===== config.mk =====
export PLATFORM = sky130hd
export DESIGN_NAME = uart_tx
export DESIGN_NICKNAME = d
export VERILOG_FILES = /design/src/rtl/uart_pkg.sv /design/src/rtl/uart_tx_counter.sv /design/src/rtl/uart_tx.sv
export SDC_FILE = /design/constraint.sdc
export NUM_CORES = 1
export LEC_CHECK = 0
export CORE_MARGIN = 2
export CORE_UTILIZATION = 46
export CTS_CLUSTER_DIAMETER = 100
export CTS_CLUSTER_SIZE = 25
export DETAILED_ROUTE_END_ITERATION = 8
export GPL_TIMING_DRIVEN = 0
export HOLD_SLACK_MARGIN = 0.05
export PLACE_DENSITY_LB_ADDON = 0.15
export SETUP_SLACK_MARGIN = 0.2
export SLEW_MARGIN = 20
export SYNTH_ARGS = -nofsm -noshare
export SYNTH_HDL_FRONTEND = slang
export SYNTH_SLANG_ARGS = --single-unit

===== constraint.sdc =====
create_clock -name clk -period 2.5 [get_ports clk]
set_clock_uncertainty 0.1 [all_clocks]
set_input_delay 0.375 -clock clk [delete_from_list [all_inputs] [get_ports clk]]
set_output_delay 0.375 -clock clk [all_outputs]
set_load 0.03 [all_outputs]

===== src/rtl/uart_pkg.sv =====
// Shared definitions for the UART transmitter.
//   timer_t     : width of baud-period counts (cycles per bit)
//   TRUE/FALSE  : single-bit logic constants
//   tx_state_e  : frame sequencer states
package uart_pkg;

  localparam int TIMER_W = 16;

  typedef logic [TIMER_W-1:0] timer_t;

  localparam logic TRUE  = 1'b1;
  localparam logic FALSE = 1'b0;

  typedef enum logic [2:0] {
    IDLE,
    START,
    DATA,
    PARITY,
    STOP
  } tx_state_e;

endpackage


===== src/rtl/uart_tx_counter.sv =====
// Bit-period timer for the UART transmitter.
//   clk    : system clock
//   rst    : asynchronous active-low reset
//   enable : count while high; held cleared while low
//   count  : period length in clock cycles
//   ovf    : high on the last cycle of each period (the baud tick)
module uart_tx_counter
  import uart_pkg::*;
(
  input  logic   clk,
  input  logic   rst,
  input  logic   enable,
  input  timer_t count,
  output logic   ovf
);

  timer_t cnt;

  // Counting 0..count-1 makes every period exactly count cycles long.
  assign ovf = enable && (cnt == count - timer_t'(1));

  always_ff @(posedge clk or negedge rst) begin
    if (!rst) begin
      cnt <= '0;
    end else if (!enable || ovf) begin
      cnt <= '0;
    end else begin
      cnt <= cnt + timer_t'(1);
    end
  end

endmodule


===== src/rtl/uart_tx.sv =====
// UART transmitter: start bit, DATA_W data bits LSB first, optional
// even/odd parity bit, one stop bit.
//   clk        : system clock
//   rst        : asynchronous active-low reset (aborts a frame)
//   start      : transmit request, accepted in IDLE when baud_count >= 2
//   data       : payload, captured at accept
//   parity_en  : append parity bit, captured at accept
//   parity_odd : 1 = odd parity, 0 = even, captured at accept
//   baud_count : clock cycles per bit, stable while busy
//   tx         : registered serial line, idle high
//   busy       : registered, high while a frame is in flight
//   done       : registered one-cycle pulse when a frame ends
module uart_tx
  import uart_pkg::*;
#(
  parameter int DATA_W = 8
) (
  input  logic              clk,
  input  logic              rst,
  input  logic              start,
  input  logic [DATA_W-1:0] data,
  input  logic              parity_en,
  input  logic              parity_odd,
  input  timer_t            baud_count,
  output logic              tx,
  output logic              busy,
  output logic              done
);

  localparam int IDX_W = (DATA_W > 1) ? $clog2(DATA_W) : 1;
  localparam logic [IDX_W-1:0] IDX_LAST = IDX_W'(DATA_W - 1);

  tx_state_e         state, state_next;
  logic [DATA_W-1:0] shreg, shreg_next;
  logic [IDX_W-1:0]  idx, idx_next;
  logic              par_en, par_en_next;
  logic              par_odd, par_odd_next;
  logic              tx_next, busy_next, done_next;
  logic              tick;
  logic              timer_en;
  logic              accept;
  logic [DATA_W-1:0] shreg_rot;

  assign timer_en = (state != IDLE);
  assign accept   = (state == IDLE) && start && (baud_count >= timer_t'(2));

  // Rotate rather than shift: the latched word survives intact, so its
  // XOR is still available when the parity bit is due.
  assign shreg_rot = (shreg >> 1) | (shreg << (DATA_W - 1));

  uart_tx_counter u_timer (
    .clk    (clk),
    .rst    (rst),
    .enable (timer_en),
    .count  (baud_count),
    .ovf    (tick)
  );

  always_ff @(posedge clk or negedge rst) begin
    if (!rst) begin
      state   <= IDLE;
      shreg   <= '0;
      idx     <= '0;
      par_en  <= FALSE;
      par_odd <= FALSE;
      tx      <= TRUE;
      busy    <= FALSE;
      done    <= FALSE;
    end else begin
      state   <= state_next;
      shreg   <= shreg_next;
      idx     <= idx_next;
      par_en  <= par_en_next;
      par_odd <= par_odd_next;
      tx      <= tx_next;
      busy    <= busy_next;
      done    <= done_next;
    end
  end

  always_comb begin
    state_next   = state;
    shreg_next   = shreg;
    idx_next     = idx;
    par_en_next  = par_en;
    par_odd_next = par_odd;
    tx_next      = tx;
    busy_next    = busy;
    done_next    = FALSE;

    unique case (state)
      IDLE: begin
        tx_next = TRUE;
        if (accept) begin
          state_next   = START;
          shreg_next   = data;
          par_en_next  = parity_en;
          par_odd_next = parity_odd;
          idx_next     = '0;
          tx_next      = FALSE;
          busy_next    = TRUE;
        end
      end
      START: begin
        if (tick) begin
          state_next = DATA;
          idx_next   = '0;
          tx_next    = shreg[0];
          shreg_next = shreg_rot;
        end
      end
      DATA: begin
        if (tick) begin
          if (idx == IDX_LAST) begin
            idx_next = '0;
            if (par_en) begin
              state_next = PARITY;
              tx_next    = (^shreg) ^ par_odd;
            end else begin
              state_next = STOP;
              tx_next    = TRUE;
            end
          end else begin
            idx_next   = idx + IDX_W'(1);
            tx_next    = shreg[0];
            shreg_next = shreg_rot;
          end
        end
      end
      PARITY: begin
        if (tick) begin
          state_next = STOP;
          tx_next    = TRUE;
        end
      end
      STOP: begin
        tx_next = TRUE;
        if (tick) begin
          state_next = IDLE;
          busy_next  = FALSE;
          done_next  = TRUE;
        end
      end
      default: begin
        state_next = IDLE;
        tx_next    = TRUE;
        busy_next  = FALSE;
      end
    endcase
  end

endmodule

Yosys cells after proc, flatten, opt, wreduce, memory -nomap -nowiden
Index checks and enable logic that the tools add are counted.
Widths: inputs -> output; s select.
- register bits: 35
- bits in latches: 0
- bits in writable memories: 0
- memory bits (read-only): 0
- input bits: 29
- output and inout bits: 3
- logic and storage cells: 75
- memories kept: 0
- $add $sub $neg: 3
- multiply operators: 0
- div/mod/pow operators: 0
- order comparisons: 1
- eq/ne operators: 13
- shift-type cells: 0
- multiplexer cells: 30
- bitwise gates (word level): 3
- reduce and logical (&&, ||, !) cells: 16
- operators by type and width (cell ; count):
    $mux 8 ; 4
    $mux 3 ; 10
    $pmux 8 s3 ; 1
    $add 16x1->16 const B ; 1
    $eq 16x16->1 ; 1
    $ge 16x2->1 const B ; 1
    $mux 16 ; 1
    $sub 16x1->16 const B ; 1
    $pmux 3 s5 ; 1
    $mux 1 ; 10
    $pmux 3 s3 ; 1
    $ne 2x1->1 const B ; 4
    $or 7x8->8 ; 1
    $reduce_xor 8->1 ; 1
    $eq 3x2->1 const B ; 2
    $eq 3x3->1 const B ; 2
    $ne 2x2->1 const B ; 3
    $reduce_and 3->1 ; 2
    $reduce_and 6->1 ; 1
    $reduce_bool 3->1 ; 2
    $reduce_and 5->1 ; 1
    $pmux 1 s4 ; 1
    $reduce_and 4->1 ; 1
    $add 3x1->3 const B ; 1
    other kinds (10) ; 12

Longest topological paths before layout
Gate-level depths: netlist (run 1).
- depth in word-level cells: 6
- depth in mapped cells: 11

Hierarchy
Synthesis (run 1) repeated with hierarchy kept, for this count alone.
- cells, all modules: 273
- area, all modules: 2598.7 µm²
- by module, submodules not included (module ; instances ; cells an instance ; area each (µm²)):
    uart_tx_counter ; 1 ; 169 ; 1456.4
    uart_tx ; 1 ; 104 ; 1142.3

Worst setup path before layout (run 1)
OpenSTA, ideal clock, no wires.
- path type: input to register
- start: input port baud_count[2]
- end: register shreg[0]
- arrival time: 2.743 ns
- slack: -0.467 ns
- stages on the path: 9
- buffers on the path: 1
- path through: buf_2 or4_4 nor3b_4 mux2i_1 o31ai_1 a2111o_1 a21o_1 a21oi_4 mux2_2
- word-level cells in the longest chain between the ends: 5
- elaborated cells between the ends (all ways): 9
- RTL lines (what ; line ; source):
    start, declared ; uart_tx.sv:24 ; input timer_t baud_count,
    $sub 16x1->16 ; uart_tx_counter.sv:20 ; assign ovf = enable && (cnt == count - timer_t'(1));
    $eq 16x16->1 ; uart_tx_counter.sv:20 ;
    $logic_and 1x1->1 ; uart_tx_counter.sv:20 ;
    $ne 2x1->1 (no source line) ; n/a ;
    $reduce_and 5->1 (no source line) (*) ; n/a ;
    end signal, assigned ; uart_tx.sv:71 ; shreg <= shreg_next;
    end, declared ; uart_tx.sv:34 ; logic [DATA_W-1:0] shreg, shreg_next;
Every way passes the cells marked *; elsewhere a longest branch is shown, timed or not.
A chain may end at the register's enable or synchronous reset.

Worst setup path in the final report (run 1)
- start: input port baud_count[3]
- end: register shreg[3]
Same word-level chain as after synthesis.

==> flow_metrics.py, run 1 <==
metrics = {
    "setup_path": {
        "ff2ff_path_depth": 9,
        "setup.worst_path.start_class": "primary input",
        "timing.critical_path.arrival_ns": 2.89,
        "crit_path_cell_trace": "buf_12, or4_4, nor3b_4, mux2i_1, o31ai_1, a2111o_1, a21o_1, a21oi_4, buf_12, mux2_4",
        "rrSetupSlack_ns": -0.09,
        "cp.required_ns": 2.57,
        "rr_startpoint": "u_timer.cnt[10]$_DFF_PN0_",
        "path_class": "primary input to flop",
        "ff_to_ff_end": "shreg[3]$_DFFE_PN0P_",
        "cpMaxStageDelayCell": "or4_4",
        "worst-path-buf-inv": 2,
        "crit_top_cell": "buf_12",
        "setup.worst_path.end_class": "flop",
        "critPathMaxFanout": 8,
        "timing.critical_path.max_delay_family": "compound AO/OA/AOI/OAI gates",
        "cpPeakStageDelay_ns": 0.55,
    },
    "global_route": {
        "grt_pass1_wl_um": 8780,
        "grt_max_degree": 22,
        "grt_usage_pct": 20.7,
        "antenna_violations_before_repair": 0,
        "grt_pass1_vias": 1951,
        "grt.overflow.total": 0,
    },
    "drt": {
        "drtAntennaViolNets": 0,
        "totalWireLength_um": 5310,
        "drt_first_iter_violations": 63,
        "avgRoutedWirePerCell_um": 14.3,
        "route.detailed.vias_per_inst": 5.39,
        "detailed_routing_iteration_count_for_the_pre_antenna_repair_pass": 4,
        "drc": 0,
        "detailroute.via_count": 2004,
    },
    "placed_design": {
        "place_inst": 346,
        "place.detailed.hpwl_um": 3720,
        "port_buffers": 30,
        "gpl.final_weighted_congestion": 0.857,
        "preCtsSetupSlack_ns": -1.26,
    },
    "power": {
        "netSwitchingFraction_pct": 33.2,
        "part_of_the_total_power_dissipated_in_combinational_logic_pct": 40.5,
        "p_leak_nw": 1.31,
        "power-per-cell-area_nw_per_um2": 655,
        "power_w": 0.00205,
        "internal_power_w": 0.00137,
        "switching_power_w": 0.000682,
        "p_clk_share_pct": 19.4,
        "vdd_drop_max_uv": 572,
        "power.sequential.fraction_pct": 40.1,
    },
    "synthesis": {
        "synthTopCellsByArea": "dfrtp_1, xnor2_1, mux2_2",
        "yosysUniqueCellTypes": 42,
        "synth_flop_cell": "dfrtp_1",
        "synthesis.yosys.warnings": 0,
        "postSynthAreaPerCell_um2": 9.41,
        "yosysSeqAreaShare_pct": 37.6,
        "async_flop_share_pct": 100,
        "synth.ff_latch_count": 35,
        "syn_nets": 282,
        "post_synth_inst_count": 248,
        "synthDominantAreaCellType": "dfrtp_1",
        "synth-edff-count": 0,
        "mappedNetlistArea_um2": 2330,
        "netlist.area_leader.share_pct": 36.4,
    },
    "timing": {
        "setup_tns_ns": -8.09,
        "unrepaired_setup_endpoints_after_global_routing": "true",
        "timing.fmax_mhz": 355,
        "final_critical_path_setup_slack_ns": -0.318,
        "worst_hold_slack_ns": 0.434,
        "timing.final.hold_violations": 0,
        "worst_pin_slew_ns": 0.874,
        "maxSlewViolCount": 0,
        "min_period_ns": 2.82,
        "max-slew-margin-rel_pct": 41.8,
        "finalCritPeriodShare_pct": 113,
        "report.final.setup_viol": 32,
    },
    "cells_and_area": {
        "flow.area_growth_from_synthesis_pct": 34.5,
        "fillCellCount": 424,
        "antenna-diode-count": 0,
        "post_route_cells_drive_above_1_share_pct": 22.6,
        "multi_input_comb_area_um2": 1510,
        "regArea_um2": 877,
        "fin_nets": 338,
        "final_cells": 372,
    },
    "floorplan": {
        "std_cell_rows": 25,
        "start_util_pct": 48.5,
        "ioPinCount": 32,
        "die-height_um": 75.2,
        "floorplan.die.width_um": 75.2,
        "core-area_um2": 4820,
        "die_area_um2": 5660,
    },
    "min_path": {
        "hold-path-endpoint": "idx[1]$_DFFE_PN0P_",
        "worstHoldPathType": "flop to flop",
        "holdCritStartpoint": "idx[1]$_DFFE_PN0P_",
        "holdPathStages": 2,
    },
    "clock_network": {
        "clkSinkCount": 35,
        "max_h_tree_level": 2,
        "cts_buffers": 5,
        "clock_latency_ns": 0.29,
        "cts-root-to-sink-buffers": 2,
        "clock_tree_from_tritoncts": "built",
        "clk_pin_slew_worst_setup_hold_paths_ns": 0.07,
        "clock-root-buffer": "clkbuf_8",
    },
    "status": {
        "status": "complete, but fails checks",
        "failed_checks": "negative setup slack",
    },
    "flow_run": {
        "max_cap_viol_count": 0,
    },
}
## layout make-up
class,instances,area share [%]
Timing Repair Buffer,49,15.4
Tap cell,67,2.67
Clock buffer,7,2.43
Sequential cell,35,27.9
Multi-Input combinational cell,194,48.0
Inverter,11,1.32
Clock inverter,1,0.159
Buffer,8,2.07
## worst register-to-register path, cell delays in order (launching register included)
cell and delay [ns]:
dfrtp_1 0.43, xor2_1 0.32, xnor2_1 0.16, a41o_1 0.19, nand2_1 0.05, a2111o_1 0.43, a21o_1 0.20, a21oi_4 0.14
buf_12 0.15, mux2_4 0.30
## registers in the layout, indices dropped and copies added (netlist names)
signal	flops
busy	1
done	1
idx	3
par_en	1
par_odd	1
shreg	8
state	3
tx	1
u_timer.cnt	16
## layout by cell type (no fill, tap or decap), drive strengths merged, types with 11 or more instances in the layout
cell type | netlist | final
dfrtp | 34 | 34
inv | 11 | 11
nor2 | 27 | 27
nand2 | 14 | 14
xnor2 | 31 | 31
mux2 | 18 | 18
clkdlybuf4s50 | 0 | 18
xor2 | 13 | 13
buf | 3 | 25
clkbuf | 5 | 12
nand3 | 16 | 16
## synth_stat cells (2+ instances only)
cell type  number
a21oi_1         7
nor2_1         27
and3_1          4
nand4_1         6
o21ai_0         7
ha_1            5
inv_1          11
o31ai_1         4
nor3_1          4
nor4_1          6
dfrtp_1        34
nand3b_1        3
clkbuf_1        5
xor2_1         13
nand2b_1        2
nand3_1        16
nand2_1        14
mux2_2         18
o311ai_0        2
mux2i_1         3
xnor2_1        31
buf_2           3
nor2b_1         4
## power groups by stage
stage	clock network, W	registers, W	logic (W)
floorplan	0	0.000815	0.000616
global placement	0	0.000831	0.000783
detailed placement	0	0.000833	0.000806
CTS	0.000405	0.000824	0.000832
global route	0.000433	0.000843	0.000926
finish	0.000399	0.000823	0.000833
## cell families after synthesis
group | share of synthesized area (%)
adder cells (fa/ha/maj) | 2.68
multiplexers | 9.97
AO/OA/AOI/OAI | 9.54
AND/OR/NAND/NOR | 20.5
XOR/XNOR | 16.5
buffers and inverters | 3.22
flip-flops | 37.6
## worst max-delay path by stage
stage | to | from | slack, ns | cells past startpoint
2_1_floorplan | shreg[0]$_DFFE_PN0P_ | baud_count[2] | -0.36 | 9
3_3_place_gp | shreg[1]$_DFFE_PN0P_ | baud_count[4] | -1.25 | 9
3_5_place_dp | shreg[3]$_DFFE_PN0P_ | baud_count[4] | -1.26 | 9
4_1_cts | shreg[3]$_DFFE_PN0P_ | baud_count[2] | -0.33 | 10
5_1_grt | shreg[3]$_DFFE_PN0P_ | baud_count[3] | -0.43 | 10
6_report | shreg[3]$_DFFE_PN0P_ | baud_count[3] | -0.32 | 10
## routing by layer
| metal | vias to the layer above | GRT usage [%] | wire (um) |
|---|---|---|---|
| li1 | 981 | - | - |
| met4 | 0 | 8.19 | 123 |
| met1 | 970 | 24.9 | 2380 |
| met2 | 42 | 36.1 | 2600 |
| met5 | - | 0 | 0 |
| met3 | 11 | 4.69 | 213 |
## timing repair
action                                  in CTS  in global routing
pin swaps                                   11                  7
endpoints found under the setup margin      35                 33
endpoints found under the hold margin       13                  0
cloned                                       1                  0
setup buffers                               11                  5
hold buffers                                 1                  0
gates resized for setup                     44                  8
## metrics by stage
| stage | instance area, um2 | utilization, % |
|---|---|---|
| floorplan | 2410 | - |
| global placement | 2800 | 58.0 |
| detailed placement | 2820 | 58.5 |
| CTS | 3070 | 63.7 |
| global route | 3140 | 65.2 |
| finish | 3140 | 65.2 |
(Power assumes the default switching activity.)
==> inputs of run 2 (changes only) <==
SLEW_MARGIN = unset   (was 20)
==> flow_metrics.py, run 2 (synthesis results as in run 1) <==
metrics = {
    "floorplan": {
        "die_area_um2": 5660,
        "start_util_pct": 48.5,
        "die-height_um": 75.2,
        "std_cell_rows": 25,
        "ioPinCount": 32,
        "floorplan.die.width_um": 75.2,
        "core-area_um2": 4820,
    },
    "power": {
        "vdd_drop_max_uv": 544,
        "power-per-cell-area_nw_per_um2": 679,
        "power_w": 0.00209,
        "p_leak_nw": 1.29,
    },
    "cells_and_area": {
        "finish.instance_area_um2": 3090,
        "final_common_cell": "dfrtp_1",
        "post_route_cells_drive_above_1_share_pct": 20.7,
        "top_register": "u_timer.cnt",
        "fin_nets": 332,
        "flow.area_growth_from_synthesis_pct": 32.2,
        "number_of_flip_flops_under_the_largest_register_name": 16,
        "reg_top3": "u_timer.cnt (16), shreg (8)",
        "most-common-layout-cells": "dfrtp_1, xnor2_1, nor2_1, clkdlybuf4s50_1, nand3_1",
        "fillCellCount": 434,
        "postLayoutCoreUtil_pct": 64.1,
        "antenna-diode-count": 0,
    },
    "placed_design": {
        "place.detailed.hpwl_um": 3550,
        "port_buffers": 30,
        "postPlaceCellArea_um2": 2790,
        "preCtsSetupSlack_ns": -1.24,
        "gpl.final_weighted_congestion": 0.857,
    },
    "clock_network": {
        "clkSinkCount": 35,
        "max_h_tree_level": 2,
        "cts_buffers": 5,
        "clock-root-buffer": "clkbuf_8",
        "clock_tree_from_tritoncts": "built",
        "cts-root-to-sink-buffers": 2,
        "clk_pin_slew_worst_setup_hold_paths_ns": 0.07,
        "clock_latency_ns": 0.28,
    },
    "global_route": {
        "grt_pass1_vias": 1866,
        "grt_usage_pct": 19.7,
        "grt_max_degree": 36,
        "antenna_violations_before_repair": 0,
        "grt_pass1_wl_um": 8460,
        "grt.overflow.total": 0,
    },
    "timing": {
        "final_critical_path_setup_slack_ns": -0.310,
        "timing.final.hold_violations": 0,
        "maxSlewViolCount": 0,
        "unrepaired_setup_endpoints_after_global_routing": "true",
        "report.final.setup_viol": 32,
        "timing.fmax_mhz": 356,
        "finalCritPeriodShare_pct": 112,
        "max-slew-margin-rel_pct": 42.7,
        "worst_pin_slew_ns": 0.860,
        "min_period_ns": 2.81,
    },
    "setup_path": {
        "crit_path_cell_trace": "buf_12, or4_4, nor3b_4, mux2i_1, o31ai_1, a2111o_1, a21o_1, a21oi_4, buf_12, mux2_4",
        "path_class": "primary input to flop",
        "worst-path-buf-inv": 2,
        "cpPeakStageDelay_ns": 0.57,
        "timing.critical_path.max_delay_family": "compound AO/OA/AOI/OAI gates",
        "setup.worst_path.start_class": "primary input",
        "rrSetupSlack_ns": -0.10,
        "ff_to_ff_end": "shreg[1]$_DFFE_PN0P_",
        "cp.required_ns": 2.57,
        "critPathMaxFanout": 8,
        "ff2ff_path_depth": 9,
        "timing.critical_path.arrival_ns": 2.88,
        "setup.worst_path.end_class": "flop",
        "rr_startpoint": "u_timer.cnt[10]$_DFF_PN0_",
        "cpMaxStageDelayCell": "or4_4",
        "crit_top_cell": "buf_12",
    },
    "status": {
        "failed_checks": "negative setup slack",
        "status": "complete, but fails checks",
    },
    "drt": {
        "detailed_routing_iteration_count_for_the_pre_antenna_repair_pass": 4,
        "detailroute.via_count": 1952,
        "dr.max_layer_used": "met4",
        "met3RoutedLength_um": 246,
        "drt_first_iter_violations": 90,
        "route.met2.wl_um": 2590,
        "route.detailed.vias_per_inst": 5.33,
        "drtAntennaViolNets": 0,
        "totalWireLength_um": 5170,
        "avgRoutedWirePerCell_um": 14.1,
        "met1_length_um": 2250,
        "drc": 0,
    },
    "flow_run": {
        "max_cap_viol_count": 0,
    },
    "min_path": {
        "worstHoldPathType": "primary input to asynchronous set/reset pin",
    },
}
## run 2: cell count changes in the layout (fill, tap and decap cells not counted), sizes merged
| cell | delta |
|---|---|
| dlygate4sd3 | -1 |
| buf | -6 |
| clkbuf | +4 |
| clkdlybuf4s15 | -2 |
| clkinv | -1 |
## run 2: per-stage QoR
step	setup TNS [ns]	hold slack, ns	cells
floorplan	-3.64	-0.0206	248
global placement	-32.89	0.419	345
detailed placement	-32.27	0.404	345
CTS	-4.55	0.0962	361
global route	-10.68	0.122	366
finish	-7.63	0.0624	366
## run 2: worst reg2reg max path: cells and delay by family (launching register included)
family                 cells  cell delay (ns)
AO/OA/AOI/OAI              4             0.97
XOR/XNOR                   2             0.47
flip-flops                 1             0.43
multiplexers               1             0.30
buffers and inverters      1             0.15
AND/OR/NAND/NOR            1             0.06
## run 2: worst max-delay path by stage
stage,from,end,slack [ns],cells past startpoint
2_1_floorplan,baud_count[2],shreg[0]$_DFFE_PN0P_,-0.36,9
3_3_place_gp,baud_count[4],shreg[1]$_DFFE_PN0P_,-1.25,9
3_5_place_dp,baud_count[4],shreg[1]$_DFFE_PN0P_,-1.24,9
4_1_cts,baud_count[2],shreg[1]$_DFFE_PN0P_,-0.32,10
5_1_grt,baud_count[3],shreg[3]$_DFFE_PN0P_,-0.39,10
6_report,baud_count[3],shreg[1]$_DFFE_PN0P_,-0.31,10
## run 2: report_power, final
part	leakage [nW]	switching (W)	total, W	internal [W]
sequential	0.449	0.000127	0.000822	0.000696
combinational	0.785	0.000353	0.000826	0.000473
clock	0.0515	0.000195	0.000446	0.000251
total	1.29	0.000675	0.00209	0.00142
## run 2: area by class of cell
class | count | area [um2] | share of cell area [%]
buffer | 8 | 65.1 | 2.11
clock buffer | 8 | 100 | 3.24
inverter | 11 | 41.3 | 1.34
multi-input combinational | 194 | 1500 | 48.5
sequential | 35 | 877 | 28.4
tap | 67 | 83.8 | 2.72
timing repair buffer | 43 | 420 | 13.6
## run 2: timing repair
action	CTS	global route
pin swaps	11	7
resized for setup	39	10
hold buffers	0	0
buffers inserted	7	4
cloned	1	1
endpoints found under the setup margin	35	33
## run 2: layer usage
layer / global-route usage (%) / up-vias
met5: 0 / -
met4: 7.02 / 0
met3: 3.88 / 7
met2: 33.6 / 53
met1: 24.8 / 926
li1: - / 966
